<file path="src/rtl/rgb_pwm_pkg.sv">
// -----------------------------------------------------------------------------
// rgb_pwm_pkg
// Shared types and constants for the RGB LED PWM output stage.
//   state_t      : commit FSM encoding (IDLE / ARMED)
//   pwm_max()    : last PWM counter value for a given counter width
//   *_DEF        : default geometry (4 LEDs x R,G,B, 8-bit duty, /4 prescale)
// -----------------------------------------------------------------------------
package rgb_pwm_pkg;

    localparam int CHANNELS_DEF  = 12;
    localparam int PWM_WIDTH_DEF = 8;
    localparam int PRESCALE_DEF  = 4;

    typedef enum logic {
        IDLE  = 1'b0,
        ARMED = 1'b1
    } state_t;

    // The counter stops one short of all-ones so that a duty of all-ones
    // compares true on every tick of the period, i.e. fully on.
    function automatic int pwm_max(input int width);
        return (1 << width) - 2;
    endfunction

    localparam int PWM_MAX_DEF = pwm_max(PWM_WIDTH_DEF);

endpackage

</file>
<file path="src/rtl/pwm_tick_gen.sv">
// -----------------------------------------------------------------------------
// pwm_tick_gen
// Prescaler plus PWM period counter.
//   clk       in   system clock
//   rstN      in   asynchronous active-low reset
//   tick      out  one clk every PRESCALE clks (every clk when PRESCALE = 1)
//   pwm_cnt   out  PWM counter, advances on tick through 0..pwm_max(PWM_WIDTH)
//   boundary  out  tick on the last counter value: the period ends this clk
// -----------------------------------------------------------------------------
module pwm_tick_gen
    import rgb_pwm_pkg::*;
#(
    parameter int PWM_WIDTH = PWM_WIDTH_DEF,
    parameter int PRESCALE  = PRESCALE_DEF
) (
    input  logic                 clk,
    input  logic                 rstN,
    output logic                 tick,
    output logic [PWM_WIDTH-1:0] pwm_cnt,
    output logic                 boundary
);

    // A one-bit prescaler is kept for PRESCALE = 1; it simply never leaves 0.
    localparam int                     PS_W     = (PRESCALE > 1) ? $clog2(PRESCALE) : 1;
    localparam logic [PS_W-1:0]        PS_LAST  = PS_W'(PRESCALE - 1);
    localparam logic [PWM_WIDTH-1:0]   CNT_LAST = PWM_WIDTH'(pwm_max(PWM_WIDTH));

    logic [PS_W-1:0] presc_cnt;

    assign tick     = (presc_cnt == PS_LAST);
    assign boundary = tick && (pwm_cnt == CNT_LAST);

    always_ff @(posedge clk or negedge rstN) begin
        if (!rstN) begin
            presc_cnt <= '0;
            pwm_cnt   <= '0;
        end else begin
            if (tick) begin
                presc_cnt <= '0;
            end else begin
                presc_cnt <= presc_cnt + 1'b1;
            end

            if (tick) begin
                if (pwm_cnt == CNT_LAST) begin
                    pwm_cnt <= '0;
                end else begin
                    pwm_cnt <= pwm_cnt + 1'b1;
                end
            end
        end
    end

endmodule

</file>
<file path="src/rtl/rgb_pwm_driver.sv">
// -----------------------------------------------------------------------------
// rgb_pwm_driver
// Per-channel brightness PWM for the 12 RGB LED lines (4 LEDs x R,G,B).
// Duties are written into a pending bank and copied to the active bank only
// at a PWM period boundary, so an LED never changes mid-period.
//   clk           in   65 MHz system clock
//   rstN          in   asynchronous active-low reset
//   duty_valid    in   duty write request
//   duty_ready    out  pending bank can accept a write (low while commit armed)
//   duty_index    in   channel to write; out-of-range indices are accepted
//                      and dropped
//   duty_value    in   duty for that channel (0 = off, all-ones = always on)
//   commit        in   pulse: copy pending -> active at the next boundary
//   commit_busy   out  commit armed, not yet applied
//   period_start  out  one-clk pulse on the first clk of each PWM period
//   pwm_out       out  registered PWM outputs, 1 = LED on
// -----------------------------------------------------------------------------
module rgb_pwm_driver
    import rgb_pwm_pkg::*;
#(
    parameter int CHANNELS  = CHANNELS_DEF,
    parameter int PWM_WIDTH = PWM_WIDTH_DEF,
    parameter int PRESCALE  = PRESCALE_DEF
) (
    input  logic                        clk,
    input  logic                        rstN,
    input  logic                        duty_valid,
    output logic                        duty_ready,
    input  logic [$clog2(CHANNELS)-1:0] duty_index,
    input  logic [PWM_WIDTH-1:0]        duty_value,
    input  logic                        commit,
    output logic                        commit_busy,
    output logic                        period_start,
    output logic [CHANNELS-1:0]         pwm_out
);

    logic [PWM_WIDTH-1:0] pending [CHANNELS];
    logic [PWM_WIDTH-1:0] active  [CHANNELS];

    state_t               state;
    logic                 wr_en;

    logic                 tick_unused;
    logic [PWM_WIDTH-1:0] pwm_cnt;
    logic                 boundary;

    logic [CHANNELS-1:0]  pwm_cmp_p0;
    logic [CHANNELS-1:0]  pwm_out_p1;
    logic                 period_start_p1;

    // The driver only needs the period boundary; the raw tick stays available
    // on the sub-module for other consumers.
    pwm_tick_gen #(
        .PWM_WIDTH (PWM_WIDTH),
        .PRESCALE  (PRESCALE)
    ) u_tick_gen (
        .clk      (clk),
        .rstN     (rstN),
        .tick     (tick_unused),
        .pwm_cnt  (pwm_cnt),
        .boundary (boundary)
    );

    // Writes stall while a commit is armed so the bank being copied at the
    // boundary is exactly the one the upstream logic committed.
    assign duty_ready  = (state == IDLE);
    assign commit_busy = (state == ARMED);
    assign wr_en       = duty_valid && duty_ready && (int'(duty_index) < CHANNELS);

    // ---- pending bank ----
    always_ff @(posedge clk or negedge rstN) begin
        if (!rstN) begin
            for (int i = 0; i < CHANNELS; i++) begin
                pending[i] <= '0;
            end
        end else if (wr_en) begin
            pending[duty_index] <= duty_value;
        end
    end

    // ---- commit FSM ----
    // A commit arriving in the boundary clk itself only arms; the copy waits
    // for the next boundary, which keeps the rule "copy only while ARMED".
    always_ff @(posedge clk or negedge rstN) begin
        if (!rstN) begin
            state <= IDLE;
        end else begin
            case (state)
                IDLE: begin
                    if (commit) begin
                        state <= ARMED;
                    end
                end
                ARMED: begin
                    if (boundary) begin
                        state <= IDLE;
                    end
                end
                default: state <= IDLE;
            endcase
        end
    end

    // ---- active bank, all channels swap in the same clk ----
    always_ff @(posedge clk or negedge rstN) begin
        if (!rstN) begin
            for (int i = 0; i < CHANNELS; i++) begin
                active[i] <= '0;
            end
        end else if ((state == ARMED) && boundary) begin
            active <= pending;
        end
    end

    // ---- stage p0: compare counter against active duty ----
    always_comb begin
        pwm_cmp_p0 = '0;
        for (int i = 0; i < CHANNELS; i++) begin
            pwm_cmp_p0[i] = (pwm_cnt < active[i]);
        end
    end

    // ---- stage p1: registered outputs ----
    always_ff @(posedge clk or negedge rstN) begin
        if (!rstN) begin
            pwm_out_p1      <= '0;
            period_start_p1 <= 1'b0;
        end else begin
            pwm_out_p1      <= pwm_cmp_p0;
            period_start_p1 <= boundary;
        end
    end

    assign pwm_out      = pwm_out_p1;
    assign period_start = period_start_p1;

endmodule

</file>
<file path="config.mk">
export PLATFORM = sky130hd
export DESIGN_NAME = rgb_pwm_driver
export DESIGN_NICKNAME = d
export VERILOG_FILES = /design/src/rtl/rgb_pwm_pkg.sv /design/src/rtl/pwm_tick_gen.sv /design/src/rtl/rgb_pwm_driver.sv
export SDC_FILE = /design/constraint.sdc
export NUM_CORES = 1
export LEC_CHECK = 0
export CAP_MARGIN = 20
export CORE_ASPECT_RATIO = 1.75
export CORE_MARGIN = 1
export CORE_UTILIZATION = 27
export CTS_CLUSTER_SIZE = 30
export DETAILED_ROUTE_END_ITERATION = 10
export PLACE_DENSITY = 0.51
export SYNTH_ARGS = -nofsm -noshare
export SYNTH_HDL_FRONTEND = slang
export SYNTH_SLANG_ARGS = --single-unit
</file>
<file path="constraint.sdc">
create_clock -name clk -period 4.65 [get_ports clk]
set_clock_uncertainty 0.2 [all_clocks]
set_input_delay 1.395 -clock clk [delete_from_list [all_inputs] [get_ports clk]]
set_output_delay 1.395 -clock clk [all_outputs]
set_load 0.05 [all_outputs]
</file>
==> results of run 1 <==
[synthesized netlist by cell type, drive strengths merged (2+ instances only)]
| cell type | number | area [sq um] |
|---|---|---|
| a211oi | 13 | 97.59 |
| a21o | 24 | 180.2 |
| a21oi | 14 | 70.07 |
| a41oi | 12 | 105.1 |
| and3 | 3 | 18.77 |
| and4bb | 2 | 25.02 |
| buf | 15 | 105.1 |
| clkbuf | 9 | 33.78 |
| dfrtp | 216 | 5405 |
| ha | 87 | 1089 |
| inv | 86 | 322.8 |
| mux2 | 192 | 2271 |
| nand2 | 14 | 60.06 |
| nand2b | 12 | 75.07 |
| nand4 | 2 | 12.51 |
| nor2 | 7 | 26.28 |
| nor2b | 2 | 12.51 |
| o211ai | 12 | 90.09 |
| o21ai | 15 | 75.07 |
| o31ai | 2 | 15.01 |
| xnor2 | 2 | 17.52 |
| xor2 | 2 | 17.52 |
[how the worst max path moves through the flow]
stage | from | to | cells after the start | slack, ps
2_1_floorplan | duty_index[3] | pending[64] | 4 | 1890
3_3_place_gp | duty_index[3] | pending[71] | 5 | 1150
3_5_place_dp | duty_index[2] | pending[3] | 4 | 1130
4_1_cts | commit_busy | commit_busy | 1 | 1100
5_1_grt | u_tick_gen.pwm_cnt[0] | active[39] | 7 | 1080
6_report | commit_busy | commit_busy | 1 | 1140
[cells by family (layout without fill, tap and decap cells)]
family                     count (synthesis)  after routing  synth area share, %
DFF                                      216            216                53.08
xor gates and xnor gates                   4              4               0.3441
buffers and inverters                    110            166                4.534
AOI/OAI and AO/OA                         94             94                6.365
muxes                                    192            192                22.30
and+or+nand+nor                           47             47                2.679
adders and majority gates                 87             87                10.69
[power by group through the flow]
stage	Clock [mW]	Combinational [mW]	Sequential (mW)
final	1.71	0.107	1.92
after global routing	1.83	0.122	1.92
after CTS	1.77	0.115	1.91
after detailed placement	0	0.115	1.95
after global placement	0	0.114	1.95
after floorplan	0	0.0312	1.95
[state kept, by name, summed over array words and instances (netlist names)]
name / flops
active: 96
pending: 96
pwm_out: 12
u_tick_gen.pwm_cnt: 8
u_tick_gen.presc_cnt: 2
commit_busy: 1
period_start: 1
[routing by layer]
layer	vias to the layer above	track usage, %	part of all wire, %
met3	37	1.652	2.8
met4	2	4.365	2.7
li1	2724	-	-
met5	-	0	0.039
met1	3013	14.50	41
met2	62	23.79	54
[layout make-up]
class	instances	area share, %
timing repair buffer	44	3.707
tap	475	5.060
clock inverter	6	0.5327
multi-input combinational	424	36.74
inverter	86	2.748
sequential	216	46.02
clock buffer	30	5.188
[stage by stage]
stage / utilization, % / setup WS [ps] / instance area, sq um / std cells / hold WS, ps
final: 31.74 / 1141 / 11750 / 1281 / 223.4
after CTS: 31.74 / 1102 / 11750 / 1281 / 224.0
after floorplan: - / 1894 / 10180 / 750 / 203.1
after detailed placement: 29.92 / 1135 / 11070 / 1245 / 215.6
after global routing: 31.74 / 1076 / 11750 / 1281 / 234.4
after global placement: 29.92 / 1153 / 11070 / 1245 / 212.4
==> impl_metrics.tcl, run 1 <==
set metrics [dict create \
    num_rows 93 \
    hp-start "u_tick_gen.presc_cnt[0]" \
    power.leakage_nw 5.791 \
    drtAntennaViolNets 0 \
    io_buffer_count 30 \
    r2r-start "u_tick_gen.pwm_cnt[0]" \
    async_reset_ff_share_pct 100.0 \
    die_area_sq_mm 0.03852 \
    layout_commonest_cell "dfrtp_1" \
    critical_path_required_ps 3050 \
    synthCells 750 \
    path_buf_inv 1 \
    p_int_mw 2.908 \
    syn_to_final_growth_pct 15.35 \
    end_kind "output pin" \
    core_sq_mm 0.03700 \
    reg2reg_depth 7 \
    cp_slowest_stage_delay_ps 870 \
    clock_path_buffers 3 \
    hold_buffers 0 \
    layout.cells.most_common_list "216 x dfrtp_1, 159 x mux2_2, 87 x ha_1, 86 x inv_1" \
    insertedDiodeCount 0 \
    p_switching_mw 0.8212 \
    seqCellArea_sq_mm 0.005405 \
    worstPathCellList "clkdlybuf4s50_1" \
    status "finished, final reports clean" \
    fin_crit_ps 3509 \
    cp_max_fo 7 \
    post_drt_via_cell_ratio 4.557 \
    setup_violations 0 \
    place_congestion 0.6813 \
    drt_wl_total_um 22820 \
    drtPass1Iterations 4 \
    htree_levels 1 \
    drc 0 \
    maxCapViolCount 0 \
    timing.rr.end "active[39]" \
    synth_seq_cells 216 \
    cts.sinks 216 \
    synth_area_sq_mm 0.01018 \
    post_cts_resize_count 0 \
    ioPinCount 31 \
    vdd_drop_max_uv 185.7 \
    reg2reg_setup_slack_ps 1270 \
    clkTransAtPathRegs_ps 60 \
    clk_latency_ps 520 \
    fillerInstances 3703 \
    min_to "u_tick_gen.presc_cnt[0]" \
    start_kind "flop" \
    first_global_vias 6241 \
    cp_top_family "buffers and inverters" \
    hold_depth 1 \
    fp.dieH_um 258.9 \
    grt_max_degree 82 \
    syn_area_per_cell_sq_um 13.58 \
    pwr-share-comb_pct 2.9 \
    cts_tree "built" \
    final_hold_viol_count 0 \
    synth-edff-count 0 \
    crit_arrival_ps 1910 \
    rsz0062_at_grt "no" \
    wl_per_cell_um 17.81 \
    root_buffer "clkbuf_16" \
    ys.flop_type "dfrtp_1" \
    num_vias 5838 \
    drtIter0Drc 198 \
    synthesis.nets 853 \
    start_util_pct 27.52 \
    slew_headroom_pct 34.89 \
    slowest_stage "clkdlybuf4s50_1" \
    critPathKind "flop to output pin" \
    grt_pass1_wl_um 36550 \
    hp-class "flop to flop" \
    worst_pin_slew_ps 973.6 \
    die_x_um 148.8 \
    max_freq_ghz 0.2850 \
    multiInputGateArea_sq_mm 0.004315 \
    antenna_found_initial 1 \
    finalCritPeriodShare_pct 75.46 \
    post_cts_buffers 0 \
    grt_use_total_pct 12.68 \
    synth_cell_types 34 \
    cts-buffers-inserted 21 \
    slew_viol_final 0 \
    nets 896 \
    hpwl_um 14160 \
    finalPower_mw 3.729 \
    synth.yosys.seq_area_share_pct 53.08 \
    drive_above_1_share_pct 29.65 \
    fin_tns_setup_ps 0 \
    powerDensity_mw_per_mm2 317.5 \
    yosysWarnings 0 \
    p_clk_share_pct 45.8 \
    share_seq_of_total_power_pct 51.4 \
    p_sw_share_pct 22.02 \
    grt-ovfl-total 0 \
]
Note: power is estimated with default switching activity, not from simulation.
==> inputs of run 2 (changes only) <==
--- a/config.mk
+++ b/config.mk
@@ -11,7 +11,7 @@
 export CORE_UTILIZATION = 27
 export CTS_CLUSTER_SIZE = 30
 export DETAILED_ROUTE_END_ITERATION = 10
-export PLACE_DENSITY = 0.51
+export PLACE_DENSITY = 0.53
 export SYNTH_ARGS = -nofsm -noshare
 export SYNTH_HDL_FRONTEND = slang
 export SYNTH_SLANG_ARGS = --single-unit
==> constraint.sdc (replaced) <==
create_clock -name clk -period 3 [get_ports clk]
set_clock_uncertainty 0.2 [all_clocks]
set_input_delay 0.9 -clock clk [delete_from_list [all_inputs] [get_ports clk]]
set_output_delay 0.9 -clock clk [all_outputs]
set_load 0.05 [all_outputs]
==> impl_metrics.tcl, run 2 (synthesis results as in run 1) <==
set metrics [dict create \
    critPathKind "flop to output pin" \
    fillerInstances 3711 \
    clk_latency_ps 500 \
    share_seq_of_total_power_pct 51.6 \
    seqCellArea_sq_mm 0.005405 \
    critPathLaunch "pwm_out[1]" \
    slew_viol_final 0 \
    fin_tns_setup_ps 0 \
    slew_headroom_pct 65.01 \
    first_global_vias 6290 \
    path_buf_inv 1 \
    drive_above_1_share_pct 31.56 \
    final_core_util_pct 32.33 \
    drtPass1Iterations 4 \
    setup_violations 0 \
    pwr-share-comb_pct 3.1 \
    timing.rr.end "active[0]" \
    p_switching_mw 1.200 \
    power.leakage_nw 5.919 \
    cp_top_family "buffers and inverters" \
    die_x_um 148.8 \
    reg2reg_setup_slack_ps 600 \
    p_sw_share_pct 20.86 \
    max_freq_ghz 0.3640 \
    place_congestion 0.7030 \
    multiInputGateArea_sq_mm 0.004315 \
    core_sq_mm 0.03700 \
    placed_cells 1267 \
    timing.final.ws_setup_ps 253.0 \
    io_buffer_count 30 \
    powerDensity_mw_per_mm2 480.8 \
    clock_path_buffers 3 \
    p_int_mw 4.552 \
    end_kind "output pin" \
    r2r-start "u_tick_gen.presc_cnt[0]" \
    reg2reg_depth 6 \
    hp-class "input pin to async pin" \
    post_cts_buffers 0 \
    rsz0062_at_grt "no" \
    num_rows 93 \
    fin_crit_ps 2747 \
    cp_slowest_stage_delay_ps 820 \
    drc 0 \
    cts_tree "built" \
    cp.depth 1 \
    maxCapViolCount 0 \
    slowest_stage "clkdlybuf4s50_1" \
    status "finished, final reports clean" \
    grt_use_total_pct 12.29 \
    finalPower_mw 5.752 \
    die_area_sq_mm 0.03852 \
    fin_area_sq_mm 0.01196 \
    hold_ws_ps 133.6 \
    drt_wl_total_um 22290 \
    wl_per_cell_um 17.12 \
    hold_buffers 0 \
    insertedDiodeCount 0 \
    htree_levels 1 \
    fp.dieH_um 258.9 \
    final_cells 1302 \
    cts.sinks 216 \
    placed_cell_area_sq_mm 0.01129 \
    grt-ovfl-total 0 \
    vdd_drop_max_uv 327.9 \
    grt_pass1_wl_um 35580 \
    p_clk_share_pct 45.3 \
    clkTransAtPathRegs_ps 60 \
    worst_pin_slew_ps 523.3 \
    nets 917 \
    cp_max_fo 1 \
    place_ws_ps 102.7 \
    drtAntennaViolNets 0 \
    root_buffer "clkbuf_16" \
    crit_arrival_ps 1650 \
    layout.cells.most_common_list "216 x dfrtp_1, 159 x mux2_2, 87 x ha_1, 86 x inv_1, 30 x buf_4" \
    final_hold_viol_count 0 \
    antenna_found_initial 0 \
    grt_max_degree 63 \
    worstPathCellList "clkdlybuf4s50_1" \
    start_util_pct 27.52 \
    syn_to_final_growth_pct 17.50 \
    drtIter0Drc 208 \
    post_cts_resize_count 2 \
    post_drt_via_cell_ratio 4.495 \
    endpoint "pwm_out[1]" \
    cts-buffers-inserted 20 \
    finalCritPeriodShare_pct 91.57 \
    hpwl_um 14440 \
    layout_commonest_cell "dfrtp_1" \
    start_kind "flop" \
    num_vias 5853 \
    ioPinCount 31 \
    critical_path_required_ps 1900 \
]
## run 2: cell types whose count changed in the layout (fill, tap and decap cells not counted)
cell and change:
clkbuf_8 +2, buf_12 +4, clkbuf_1 -1, buf_4 +18, clkdlybuf4s50_1 -2, dlygate4sd2_1 +2, inv_6 -2
## run 2: per-layer routing
| metal | part of all wire, % | GRT usage, % | vias up |
|---|---|---|---|
| met1 | 41 | 14.23 | 3005 |
| met2 | 53 | 22.83 | 59 |
| met3 | 2.6 | 1.406 | 36 |
| met5 | 0 | 0 | - |
| met4 | 2.7 | 4.592 | 0 |
| li1 | - | - | 2753 |
## run 2: worst min path at each step
stage | startpoint | endpoint | cells after the start
5_1_grt | rstN | pwm_out[5] | 1
6_report | rstN | pwm_out[5] | 1
4_1_cts | rstN | pending[45] | 1
3_5_place_dp | u_tick_gen.presc_cnt[0] | u_tick_gen.presc_cnt[0] | 1
2_1_floorplan | u_tick_gen.presc_cnt[0] | u_tick_gen.presc_cnt[0] | 1
3_3_place_gp | u_tick_gen.presc_cnt[0] | u_tick_gen.presc_cnt[0] | 1
## run 2: cell type report
type | count | area share [%]
flip-flops and latches | 216 | 45.18
multi-input cells | 424 | 36.07
repair buffers | 66 | 5.417
clock buffers | 31 | 5.292
well taps | 475 | 4.968
inverters | 86 | 2.698
clock inverters | 4 | 0.3765
## run 2: power groups by stage
| stage | sequential (mW) | clock, mW | combinational [mW] |
|---|---|---|---|
| 3_3_place_gp | 3.02 | 0 | 0.184 |
| 6_report | 2.97 | 2.61 | 0.177 |
| 4_1_cts | 2.97 | 2.71 | 0.187 |
| 2_1_floorplan | 3.02 | 0 | 0.0484 |
| 3_5_place_dp | 3.02 | 0 | 0.187 |
| 5_1_grt | 2.97 | 2.81 | 0.200 |
==> inputs of run 3 (changes only) <==
--- a/config.mk
+++ b/config.mk
@@ -7,10 +7,10 @@
 export LEC_CHECK = 0
 export CAP_MARGIN = 20
 export CORE_ASPECT_RATIO = 1.75
-export CORE_MARGIN = 1
 export CORE_UTILIZATION = 27
 export CTS_CLUSTER_SIZE = 30
 export DETAILED_ROUTE_END_ITERATION = 10
+export GPL_ROUTABILITY_DRIVEN = 0
 export PLACE_DENSITY = 0.53
 export SYNTH_ARGS = -nofsm -noshare
 export SYNTH_HDL_FRONTEND = slang
==> results of run 3 <==
No change in the layout: final DEF, timing and power equal those of run 2.
